[src/rtl/ram_burst_master.sv]
`default_nettype none
// ============================================================================
// Module   : ram_burst_master
// Brief    : Burst initiator for a single-port synchronous RAM. It takes
//            read/write burst commands and moves beats over valid/ready streams.
// Revision : 1.0 - initial release
// ============================================================================
module ram_burst_master #(
    parameter int DATA_W = 8,
    parameter int ADDR_W = 6,
    parameter int RD_LAT = 1
) (
    input  logic              clk,
    input  logic              rst,
    input  logic              cmd_valid,
    output logic              cmd_ready,
    input  logic              cmd_write,
    input  logic [ADDR_W-1:0] cmd_addr,
    input  logic [ADDR_W:0]   cmd_len,
    input  logic [DATA_W-1:0] wr_data,
    input  logic              wr_valid,
    output logic              wr_ready,
    output logic [DATA_W-1:0] rd_data,
    output logic              rd_valid,
    input  logic              rd_ready,
    output logic              busy,
    output logic              done,
    output logic [ADDR_W-1:0] ram_addr,
    output logic [DATA_W-1:0] ram_data,
    output logic              ram_we,
    input  logic [DATA_W-1:0] ram_q
);

    localparam int                CNT_W    = $clog2(RD_LAT + 1);
    localparam logic [CNT_W-1:0]  c_RD_LAT = CNT_W'(RD_LAT);
    localparam logic [CNT_W-1:0]  c_CNT_ONE = CNT_W'(1);
    localparam logic [ADDR_W:0]   c_LEN_ONE = (ADDR_W+1)'(1);

    typedef enum logic [2:0] {
        S_IDLE    = 3'd0,
        S_WRITE   = 3'd1,
        S_RD_ADDR = 3'd2,
        S_RD_WAIT = 3'd3,
        S_RD_OUT  = 3'd4,
        S_DONE    = 3'd5
    } state_t;

    state_t              r_state;
    state_t              w_next_state;
    logic [ADDR_W-1:0]   r_cur_addr;
    logic [ADDR_W:0]     r_remaining;
    logic [DATA_W-1:0]   r_rd_data;
    logic                r_rd_valid;
    logic [CNT_W-1:0]    r_wait_cnt;
    logic                w_last_beat;
    logic                w_wait_last;

    assign w_last_beat = (r_remaining == c_LEN_ONE);
    assign w_wait_last = (r_wait_cnt == c_CNT_ONE);

    always_ff @(posedge clk) begin
        if (rst) begin
            r_state     <= S_IDLE;
            r_cur_addr  <= '0;
            r_remaining <= '0;
            r_rd_data   <= '0;
            r_rd_valid  <= 1'b0;
            r_wait_cnt  <= '0;
        end else begin
            r_state <= w_next_state;
            case (r_state)
                S_IDLE: begin
                    if (cmd_valid) begin
                        r_cur_addr  <= cmd_addr;
                        r_remaining <= cmd_len;
                    end
                end
                S_WRITE: begin
                    if (wr_valid) begin
                        r_cur_addr  <= r_cur_addr + 1'b1;
                        r_remaining <= r_remaining - 1'b1;
                    end
                end
                S_RD_ADDR: begin
                    r_wait_cnt <= c_RD_LAT;
                end
                S_RD_WAIT: begin
                    r_wait_cnt <= r_wait_cnt - 1'b1;
                    // ram_q is valid exactly on the final wait cycle
                    if (w_wait_last) begin
                        r_rd_data  <= ram_q;
                        r_rd_valid <= 1'b1;
                    end
                end
                S_RD_OUT: begin
                    if (rd_ready) begin
                        r_rd_valid  <= 1'b0;
                        r_cur_addr  <= r_cur_addr + 1'b1;
                        r_remaining <= r_remaining - 1'b1;
                    end
                end
                default: begin
                end
            endcase
        end
    end

    always_comb begin
        w_next_state = r_state;
        case (r_state)
            S_IDLE: begin
                if (cmd_valid) begin
                    if (cmd_len == '0)
                        w_next_state = S_DONE;
                    else if (cmd_write)
                        w_next_state = S_WRITE;
                    else
                        w_next_state = S_RD_ADDR;
                end
            end
            S_WRITE: begin
                if (wr_valid && w_last_beat)
                    w_next_state = S_DONE;
            end
            S_RD_ADDR: w_next_state = S_RD_WAIT;
            S_RD_WAIT: begin
                if (w_wait_last)
                    w_next_state = S_RD_OUT;
            end
            S_RD_OUT: begin
                if (rd_ready)
                    w_next_state = w_last_beat ? S_DONE : S_RD_ADDR;
            end
            S_DONE:  w_next_state = S_IDLE;
            default: w_next_state = S_IDLE;
        endcase
    end

    assign cmd_ready = (r_state == S_IDLE);
    assign busy      = (r_state != S_IDLE);
    assign wr_ready  = (r_state == S_WRITE);
    assign done      = (r_state == S_DONE);
    assign ram_we    = (r_state == S_WRITE) && wr_valid && !rst;
    assign ram_addr  = r_cur_addr;
    assign ram_data  = wr_data;
    assign rd_data   = r_rd_data;
    assign rd_valid  = r_rd_valid;

endmodule
`default_nettype wire
[config.mk]
export PLATFORM = sky130hd
export DESIGN_NAME = ram_burst_master
export DESIGN_NICKNAME = d
export VERILOG_FILES = /design/src/rtl/ram_burst_master.sv
export SDC_FILE = /design/constraint.sdc
export NUM_CORES = 1
export LEC_CHECK = 0
export ABC_AREA = 1
export ABC_CLOCK_PERIOD_IN_PS = 2100
export CORE_MARGIN = 1.5
export CORE_UTILIZATION = 30
export DETAILED_ROUTE_END_ITERATION = 10
export DONT_BUFFER_PORTS = 1
export HOLD_SLACK_MARGIN = 0.03
export PLACE_DENSITY = 0.43
export RECOVER_POWER = 25
export SETUP_SLACK_MARGIN = 0.15
export SLEW_MARGIN = 20
export SYNTH_ARGS = -nofsm -noshare
export SYNTH_HDL_FRONTEND = slang
export SYNTH_SLANG_ARGS = --single-unit
[constraint.sdc]
create_clock -name clk -period 2.1 [get_ports clk]
set_input_delay 0.105 -clock clk [delete_from_list [all_inputs] [get_ports clk]]
set_output_delay 0.105 -clock clk [all_outputs]
set_load 0.02 [all_outputs]
# Word-level counts from Yosys, hierarchy flattened
# Cells that the tools add are included.
# W data, S select, Z words.
# totals
register_bits	26
inputBits	35
word_cells	54
# classes
n_addsub	3
eq_ne	11
muxes	20
n_reduce_logical	14
# ops
operator	n
$mux W7	3
$pmux W7 S3	1
$mux W3	6
$mux W6	3
$pmux W6 S3	1
$pmux W3 S5	1
$ne A2 B2 Y1 const B	4
$reduce_and A4 Y1	2
$eq A7 B1 Y1 const B	1
$logic_not A7 Y1	1
$sub A7 B1 Y7 const B	1
$add A6 B1 Y6 const B	1
$eq A3 B2 Y1 const B	2
$eq A3 B3 Y1 const B	2
$reduce_bool A3 Y1	2
$pmux W1 S2	2
$reduce_bool A2 Y1	2
$eq A3 B1 Y1 const B	1
$logic_and A1 B1 Y1	3
$logic_not A3 Y1	1
$reduce_and A3 Y1	1
$mux W1	2
$mux W2	1
$ne A2 B1 Y1 const B	1
other kinds (3)	3

# Logic depth before layout (Yosys ltp)
# Gate-level depths: netlist of run 1.
# depth
word_depth	4
depth_mapped	10
mapped_depth_nobuf	10

# Least setup slack after synthesis of run 1
# No wires, ideal clock.
# synth_timing
kind	reg2reg
from	reg r_state[1]
to	reg r_state[2]
setup_time_ns	0.070
arrival_time_ns	1.402
required_time_ns	2.030
path_slack_ns	0.627
path_stages_with_launch	8
synth_period_minus_slack_ns	1.473
cell_sequence	dfxtp_1 > nor2_2 > inv_1 > nor2_1 > nand3_1 > nand3_1 > nand2_1 > a21oi_1
# synth_between
elab_chain_len	3
elab_cells_between_ends	11
cone_classes	eq/ne (8); mux (1); reduce/logical (2)
# synth_lines
element	line_no	source
start, declared	48	state_t r_state;
start signal, assigned	70	r_state <= w_next_state;
$logic_not A3 Y1 (*)	--	
named net cmd_ready	16	output logic cmd_ready,
$ne A2 B2 Y1 (no source line)	--	
$reduce_and A4 Y1 (no source line)	--	
# Mark *: on every way through the listed nets, which the timed path passes. The rest lies on a longest branch.
# A chain may end at the register's enable or synchronous reset.

# Worst setup path after layout of run 1
# layout_timing
from	reg r_state[2]
to	reg r_remaining[6]
# layout_between
elab_chain_len	3
elab_cells_between_ends	9
cone_classes	eq/ne (5); mux (1); reduce/logical (3)
# layout_lines
element	line_no	source
$eq A3 B1 Y1 (*)	--	
named net wr_ready	22	output logic wr_ready,
$ne A2 B2 Y1 (no source line) or $reduce_bool A3 Y1 (tied branches)	--	
$reduce_and A4 Y1 (no source line)	--	
end signal, assigned	75	r_remaining <= cmd_len;
end signal, assigned	81	r_remaining <= r_remaining - 1'b1;
end signal, assigned	99	r_remaining <= r_remaining - 1'b1;
end, declared	51	logic [ADDR_W:0] r_remaining;
# Marks and branches as above.

==> metrics.txt, run 1 <==
GRT Total Usage=15.0%; Final Net Count=293; worst rel slew slack=56.8%; CP Capture Type=flip-flop; area growth from synthesis to layout=9.02%; slew of the pin with the lowest slew margin=0.643 ns; Avg Vias per Cell=4.56; final period utilization=80.1%; CTS Buf Count=3; Synth Warn #=0; Leakage=0.000819 uW; register area share after synthesis=32.9%; largest net degree at the start of global routing=16; cell area after layout=0.00172 sq mm; CTS HTree Levels=1; Crit path required time=2.31 ns; initial DRC count=75; # setup viols final=0; CTS tree=yes; r2r worst-path depth=9; Mapped Nets=291; TNS Setup=0 ns; Synth Register Bits=26; Max Freq=594 MHz; MaxCap Viol Count=0; DRC Markers=0; # fillers=589; hold path cells=4; total wire length=3960 microns; Hold-fix buffers, CTS=9; Tightest Hold Check Type=primary input to flip-flop; first-pass GRT wire length=6580 microns; port bufs=0; crit path DAT=1.89 ns; commonest non-fill, non-tap cell in the layout=nand2_1; CTS Root Cell=clkbuf_8; Startpoint Class=flip-flop; initial antenna violation count=0; core area=0.00511 sq mm; post-CTS sizing=0; Worst IR Drop VDD=0.596 mV; DR WL/cell=12.2 microns; Initial Util=31.0%; share of layout cells above drive strength 1=7.48%; Worst Path Max Fanout=11; Clock transition at path regs=0.10 ns; GPL Wtd Cong=0.797; netlist area before placement=0.00158 sq mm; FP Rows=26; Crit Path Class=flip-flop to flip-flop; Final min period=1.68 ns; detailed-placement wirelength estimate=2890 microns; die height=75.6 microns; commonest cells after routing, fill and taps aside=63 x nand2_1, 46 x nor2_1, 26 x inv_1, 26 x dfxtp_1, 20 x o21ai_0; drt pass-1 iters=4; status=finished, final reports clean; RSZ-0062 raised after global routing=no; Max Root-Sink Buffers=2; DP Area=0.00158 sq mm; vias in the first global route=1409; grt ovf=0; Yosys cell types=24; Mapped Cells=253; power density of the placed cells=1490 mW/mm^2; worst skew pair latency=0.28 ns; Post-DRT Antenna Nets=0; clock skew=0.00946 ns; DR vias=1476; average cell area after synthesis=6.25 sq um; Die X=75.6 microns; Diodes inserted=0; die area=0.00572 sq mm; Sink Count=26; Pins Over Slew Limit=0; postcts setup bufs=0; Top-Level Pins=63; Final Hold Fails=0
[state kept, by name, indices dropped and copies added, names as in the netlist]
signal and count:
r_remaining 7, rd_data 8, ram_addr 6, r_state 3, rd_valid 1, r_wait_cnt 1
[path summary, 6_finish.rpt]
| path | startpoint | end | slack (ns) |
|---|---|---|---|
| setup / recovery | r_state[2]$_SDFFE_PP0P_ | r_remaining[6]$_SDFFE_PP0P_ | 0.42 |
| hold / removal | cmd_addr[4] | ram_addr[4]$_SDFFE_PP0P_ | 0.05 |
| setup reg to reg | r_state[2]$_SDFFE_PP0P_ | r_remaining[6]$_SDFFE_PP0P_ | 0.42 |
| hold reg to reg | r_remaining[5]$_SDFFE_PP0P_ | r_remaining[5]$_SDFFE_PP0P_ | 0.46 |
[kinds of logic after synthesis]
group                    share of synthesized area [%]
AO/OA/AOI/OAI                                     12.9
XOR/XNOR                                         0.554
adder cells (fa/ha/maj)                           2.37
buffers and inverters                             13.8
flip-flops                                        32.9
AND/OR/NAND/NOR                                   37.5
[power by group]
| part | internal [uW] | leakage [uW] | switching (uW) |
|---|---|---|---|
| Clock | 168 | 0.0000288 | 168 |
| Sequential | 647 | 0.000213 | 239 |
| Combinational | 464 | 0.000577 | 889 |
| Total | 1280 | 0.000819 | 1300 |
[final cells by class]
cell class | count | area, sq um | share of cell area [%]
multi-input combinational | 183 | 843 | 48.9
sequential | 26 | 520 | 30.2
inverter | 30 | 113 | 6.53
timing repair buffer | 11 | 105 | 6.10
tap | 70 | 87.6 | 5.08
clock buffer | 4 | 55.1 | 3.19
[stage by stage]
step / instances / setup WS, ns / power (uW) / hold WS (ns) / utilization, %
global placement: 311 / 0.453 / 2270 / 0.177 / 30.9
global route: 324 / 0.202 / 2880 / 0.0779 / 33.8
floorplan: 253 / 0.627 / 2040 / 0.174 / -
CTS: 324 / 0.368 / 2610 / 0.0567 / 33.8
finish: 324 / 0.418 / 2570 / 0.0527 / 33.8
detailed placement: 311 / 0.393 / 2250 / 0.178 / 30.9
[per-layer routing]
metal	track usage (%)	share of wire, %	vias to the layer above
met5	0	0	-
met4	2.98	0.68	0
met3	4.50	6.5	2
met2	25.2	46	35
met1	19.2	47	651
li1	-	-	788
[Yosys cell counts]
cell	instances	area (sq um)
nor2_4	2	22.5
o21ai_1	3	15.0
ha_1	3	37.5
or2_2	2	12.5
nand2_1	63	236
a21boi_0	1	7.51
xnor2_1	1	8.76
clkbuf_1	1	3.75
a21oi_4	1	16.3
buf_4	10	75.1
buf_1	1	3.75
a21oi_1	13	65.1
nor3_1	3	15.0
dfxtp_1	26	521
inv_1	26	97.6
nand3_1	19	95.1
nand2_2	3	18.8
nor2_2	1	6.26
o21ai_0	20	100
nand3b_1	1	7.51
nand4_1	1	6.26
buf_6	2	22.5
nor2_1	46	173
inv_2	4	15.0
[critical path, stage by stage (launching register included)]
cell     delay (ns)
dfxtp_1        0.35
inv_1          0.17
nand2_2        0.10
nor2_4         0.21
nand2_2        0.12
nand2_1        0.09
nand2_1        0.23
nor2_1         0.16
nand2_1        0.07
a21oi_1        0.11
Power figures use the tool's default switching activity.
==> run 2: changes to the inputs <==
ABC_AREA = 0   (was 1)
ABC_CLOCK_PERIOD_IN_PS = 1750   (was 2100)
clock period = 1.75 ns   (was 2.1 ns; I/O delays follow)
==> run 2 against run 1 <==
Net effect:
- the run now ends with hold timing left
- clock skew fell by 0.0045 ns
- clock power increased by 53%
- die area increased by 1.7%
- largest cell class unchanged
- largest power group unchanged
==> metrics.txt, run 2 <==
status=complete, but fails checks; failing checks=hold timing; DR vias=1564 (+6.0%); Most used DFF post-synth=dfxtp_1; share of layout cells above drive strength 1=22.9% (+15 points); Worst Setup Slack, final=0.153 ns (-0.264 ns); initial antenna violation count=0 (unchanged); vias in the first global route=1514 (+7.5%); netlist area before placement=0.00161 sq mm (+1.7%); Leakage=0.000650 uW (-21%); Die X=76.2 microns (+0.83%); final period utilization=91.2% (+11 points); ys async rst share=0% (unchanged); commonest cells after routing, fill and taps aside=23 x nand2_1, 22 x dfxtp_1, 21 x buf_4; post-synth top area share=32.3% (-0.56 points); crit path DAT=1.78 ns (-0.11 ns); cell area after layout=0.00189 sq mm (+9.5%); Startpoint Class=flip-flop; Final Hold Fails=23 (+23); number of flip-flops in the largest register=8 (unchanged); total power=3360 uW (+31%); commonest non-fill, non-tap cell in the layout=nand2_1; initial DRC count=129 (+72%); CTS tree=yes; simple-gate share of the synthesized area=23.7% (-14 points); Mapped Cells=200 (-21%); slowest library cell on the worst path=or4_4; TNS Setup=0 ns (unchanged); synthesized-area fraction occupied by adder cells=2.33% (-0.041 points); area growth from synthesis to layout=17.3%; GPL Wtd Cong=0.888 (+11%); Final Net Count=244 (-17%); Worst Path Max Fanout=5 (-6); DR WL/cell=16.9 microns (+38%); total wire length=4650 microns (+17%); proportion of synthesized area in mux cells=2.57% (+2.6 points); clock skew=0.00500 ns (-0.00446 ns); slew of the pin with the lowest slew margin=0.485 ns (-0.158 ns); grt ovf=0 (unchanged); footprint of the multi-input gates=972 sq um (+15%); Yosys cell types=50 (+110%); Top-Level Pins=63 (unchanged); register area share after synthesis=32.3% (-0.56 points); Synth Area in Compound Gates=28.1% (+15 points); Max Root-Sink Buffers=2 (unchanged); Diodes inserted=0 (unchanged); top post-synthesis cells by count=26 x dfxtp_1, 23 x nand2_1, 17 x a21oi_1, 11 x inv_1, 10 x buf_4; worst skew pair latency=0.28 ns (about the same); Avg Vias per Cell=5.69 (+25%); Mapped Nets=238 (-18%); CP bufs+invs=0 (-1); die area=0.00581 sq mm (+1.7%); Crit path required time=1.93 ns (-0.38 ns); largest net degree at the start of global routing=27 (+11); Pins Over Slew Limit=0 (unchanged); Synth area leader=dfxtp_1; Crit Path Class=flip-flop to flip-flop; # fillers=564 (-4.2%); DP Area=0.00172 sq mm (+8.9%); largest family of logic cells by synthesized area=compound AO/OA/AOI/OAI gates; Post-DRT Antenna Nets=0 (unchanged); die height=76.2 microns (+0.83%); Post-synth EDFFs=0 (unchanged); Worst path max stage delay=0.56 ns (+0.21 ns); CTS Buf Count=3 (unchanged); hold slack final=-0.135 ns (-0.187 ns); DRC Markers=0 (unchanged); delay-heaviest family, CP=simple AND/OR/NAND/NOR gates; reg-to-reg slack, setup=0.15 ns (-0.26 ns); # setup viols final=0 (unchanged); detailed-placement wirelength estimate=3340 microns (+15%); Tightest Hold Check Type=primary input to flip-flop; MaxCap Viol Count=0 (unchanged); CTS HTree Levels=1 (unchanged); Synth Register Bits=26 (unchanged); average cell area after synthesis=8.05 sq um (+29%); GRT Total Usage=16.0% (+0.96 points); Sink Count=26 (unchanged); power density of the placed cells=1780 mW/mm^2 (+19%); top-count cell post-synth=dfxtp_1; critical path cell sequence=or4_4, nor4_4, o21ai_2, o41ai_2; CTS Root Cell=clkbuf_8; Worst IR Drop VDD=0.649 mV (+8.9%); worst rel slew slack=67.3% (+10 points); RSZ-0062 raised after global routing=yes; core area=0.00514 sq mm (+0.64%); FF/Latch Area=528 sq um (+1.4%); first-pass GRT wire length=7660 microns (+16%); pre-CTS setup slack=0.0934 ns (-0.299 ns); Layout Utilization=36.7% (+3.0 points); Max Freq=626 MHz (+5.4%); XOR/XNOR share of the synthesized area=0.544% (-0.0095 points); CP Capture Type=flip-flop; Synth Warn #=0 (unchanged); Final min period=1.60 ns (-0.0855 ns); FP Rows=26 (unchanged); drt pass-1 iters=4 (unchanged); port bufs=0 (unchanged); Initial Util=31.3% (+0.34 points); ranking of synthesized cells by area=dfxtp_1 32%, nand2_1 5.4%, a21oi_1 5.3%, buf_4 4.7%, a211oi_1 4.2%; Clock transition at path regs=0.10 ns (about the same); Hold-fix buffers, CTS=1 (-8)
[run 2: cells by family after synthesis]
logic type | after synthesis
DFF | 26
xor gates and xnor gates | 1
and+or+nand+nor | 70
buffers and inverters | 33
AOI/OAI and AO/OA | 63
adders and majority gates | 3
muxes | 4
[run 2: layout make-up]
| class | instances | share of cell area [%] |
|---|---|---|
| multi-input cells | 141 | 51.5 |
| inverters | 11 | 2.19 |
| flip-flops and latches | 26 | 28.0 |
| well taps | 70 | 4.64 |
| repair buffers | 23 | 9.94 |
| clock inverters | 1 | 1.59 |
| clock buffers | 3 | 2.19 |
[run 2: routing by layer]
metal,global-route usage (%),share of wire (%)
met3,3.23,7.3
met4,5.56,1.8
met5,0,0
met1,21.6,46
met2,25.2,45
[run 2: final timing paths]
path / start / end / cells past startpoint
max: r_remaining[3]$_SDFFE_PP0P_ / r_state[1]$_SDFFE_PP0P_ / 4
min: rst / rd_data[3]$_SDFFE_PP0P_ / 1
max reg2reg: r_remaining[3]$_SDFFE_PP0P_ / r_state[1]$_SDFFE_PP0P_ / 4
min reg2reg: r_remaining[5]$_SDFFE_PP0P_ / r_remaining[5]$_SDFFE_PP0P_ / 2
[run 2: per-stage QoR]
| stage | hold slack (ns) | instances |
|---|---|---|
| 2_1_floorplan | 0.224 | 200 |
| 3_3_place_gp | 0.159 | 266 |
| 3_5_place_dp | 0.161 | 266 |
| 4_1_cts | -0.146 | 273 |
| 5_1_grt | -0.151 | 275 |
| 6_report | -0.135 | 275 |
[run 2: power breakdown]
group          internal [uW]  total [uW]  switching, uW
Clock                    306         513            207
Combinational            839        1890           1050
Sequential               752         964            212
[run 2: what timing repair did]
action,4_1_cts,5_1_grt
pin swaps,0,1
setup endpoints to repair,10,10
resized for setup,8,8
endpoints found under the hold margin,25,24
setup buffers,2,2
==> run 3: changes to the inputs <==
CORE_ASPECT_RATIO = 0.75   (was unset)
==> run 3 against run 2 <==
Net effect:
- the flow now finishes without violations
- via count rose by 2.4%
- combinational power rose by 4%
- first-iteration DRC count decreased by 16%
- flip-flop and latch count stayed put
- clock power down 33%
- setup slack got worse by 0.024 ns
- sequential power is 0.7% lower
- register-to-register slack got worse by 0.02 ns
- fmax decreased by 1.5%
- critical path depth is the same
- critical path type unchanged
- largest cell class unchanged
- highest routed layer unchanged
==> metrics.txt, run 3 (same netlist as run 2, synthesis figures left out) <==
status=finished, final reports clean; DRC Markers=0 (unchanged); first-pass GRT wire length=7960 microns (+4.0%); grt ovf=0 (unchanged); detailed-placement wirelength estimate=3480 microns (+4.3%); Startpoint Class=flip-flop; crit path DAT=1.80 ns (+0.02 ns); Max Root-Sink Buffers=2 (unchanged); worst rel slew slack=35.9% (-31 points); Post-DRT Antenna Nets=0 (unchanged); MaxCap Viol Count=0 (unchanged); reg-to-reg slack, setup=0.13 ns (-0.02 ns); Sink Count=26 (unchanged); Max Freq=617 MHz (-1.5%); Crit Path Class=flip-flop to flip-flop; CTS Buf Count=3 (unchanged); r2r worst-path depth=4 (unchanged); # fillers=518 (-8.2%); largest net degree at the start of global routing=25 (-7.4%); GRT Total Usage=17.4% (+1.4 points); total wire length=4840 microns (+4.2%); # setup viols final=0 (unchanged); Worst IR Drop VDD=0.630 mV (-2.8%); met3 Use GR=4.00% (+0.76 points); vias in the first global route=1597 (+5.5%); RSZ-0062 raised after global routing=yes; GPL Wtd Cong=0.849 (-4.3%); Final min period=1.62 ns (+0.0244 ns); final period utilization=92.6% (+1.4 points); Diodes inserted=0 (unchanged); Die X=87.6 microns (+15%); worst skew pair latency=0.27 ns (about the same); share of layout cells above drive strength 1=23.9% (+0.95 points); clock skew=0.00161 ns (-0.00339 ns); Tightest Hold Check Type=primary input to flip-flop; Final Net Count=262 (+7.4%); DR WL/cell=16.5 microns (-2.5%); CTS tree=yes; Pins Over Slew Limit=0 (unchanged); initial antenna violation count=0 (unchanged); DP Area=0.00175 sq mm (+2.0%); Final Hold Fails=0 (-100%); busiest grt layer=met2; Worst path max stage delay=0.58 ns (+0.02 ns); Leakage=0.000703 uW (+8.3%); area growth from synthesis to layout=24.2%; met2 Track Usage GR=27.4% (+2.2 points); slowest library cell on the worst path=or4_4; die area=0.00582 sq mm (about the same); die height=66.4 microns (-13%); drt pass-1 iters=4 (unchanged); CTS Root Cell=clkbuf_8; slew of the pin with the lowest slew margin=0.958 ns (+0.473 ns); port bufs=0 (unchanged); DR vias=1602 (+2.4%); TNS Setup=0 ns (unchanged); critical path cell sequence=or4_4, nor4_4, o21ai_2, o41ai_2; M1 GR Usage=24.0% (+2.4 points); core area=0.00504 sq mm (-2.0%); cell area after layout=0.00200 sq mm (+5.8%); Top-Level Pins=63 (unchanged); number of flip-flops in the largest register=8 (unchanged); commonest cells after routing, fill and taps aside=27 x buf_4, 23 x nand2_1, 21 x dfxtp_1; Avg Vias per Cell=5.45 (-4.2%); Worst Path Max Fanout=5 (unchanged); FP Rows=22 (-15%); Initial Util=31.9% (+0.64 points); CTS HTree Levels=1 (unchanged); commonest non-fill, non-tap cell in the layout=buf_4; hold slack final=0.0354 ns (+0.170 ns); CP Capture Type=flip-flop; initial DRC count=109 (-16%); Crit path required time=1.93 ns (about the same); power density of the placed cells=1630 mW/mm^2 (-8.5%); Clock transition at path regs=0.09 ns (about the same); hold path cells=2 (+1)
## run 3: critical path: cells and delay by family (launching register included)
kind | cells | cell delay (ns)
DFF | 1 | 0.33
AOI/OAI and AO/OA | 2 | 0.43
and+or+nand+nor | 2 | 0.77
## run 3: metrics by stage
| stage | setup slack [ns] | instances | power, uW | utilization, % |
|---|---|---|---|---|
| 6_report | 0.129 | 294 | 3260 | 39.7 |
| 5_1_grt | 0.0657 | 294 | 3510 | 39.7 |
| 4_1_cts | 0.123 | 292 | 3150 | 38.7 |
| 3_5_place_dp | 0.0788 | 274 | 2740 | 34.8 |
| 3_3_place_gp | 0.128 | 274 | 2720 | 34.8 |
| 2_1_floorplan | 0.200 | 200 | 2180 | - |
## run 3: metal layers
metal	up-vias	part of all wire, %
met5	-	0
met4	0	0.83
met3	12	6.6
met2	41	44
met1	757	48
li1	792	-
## run 3: worst paths after layout
kind | startpoint | to
min reg2reg | r_remaining[5]$_SDFFE_PP0P_ | r_remaining[5]$_SDFFE_PP0P_
min | cmd_len[5] | r_remaining[5]$_SDFFE_PP0P_
max | r_remaining[6]$_SDFFE_PP0P_ | r_state[1]$_SDFFE_PP0P_
max reg2reg | r_remaining[6]$_SDFFE_PP0P_ | r_state[1]$_SDFFE_PP0P_
## run 3: power breakdown
part	switching, uW	internal, uW	total, uW
Combinational	1060	892	1960
Sequential	202	755	957
Clock	190	154	344
## run 3: area by class of cell
cell class              instances  area (sq um)  share of cell area [%]
flip-flops and latches         26           529                    26.5
clock buffers                   3          41.3                    2.07
repair buffers                 41           343                    17.2
well taps                      72          90.1                    4.51
multi-input cells             141           953                    47.7
inverters                      11          41.3                    2.07
## run 3: timing repair
| item | in CTS | in global routing |
|---|---|---|
| pin swaps | 0 | 0 |
| setup buffers | 1 | 2 |
| hold endpoints to repair | 25 | 0 |
| gates resized for setup | 3 | 13 |
| hold buffers | 14 | 0 |
| endpoints found under the setup margin | 11 | 16 |
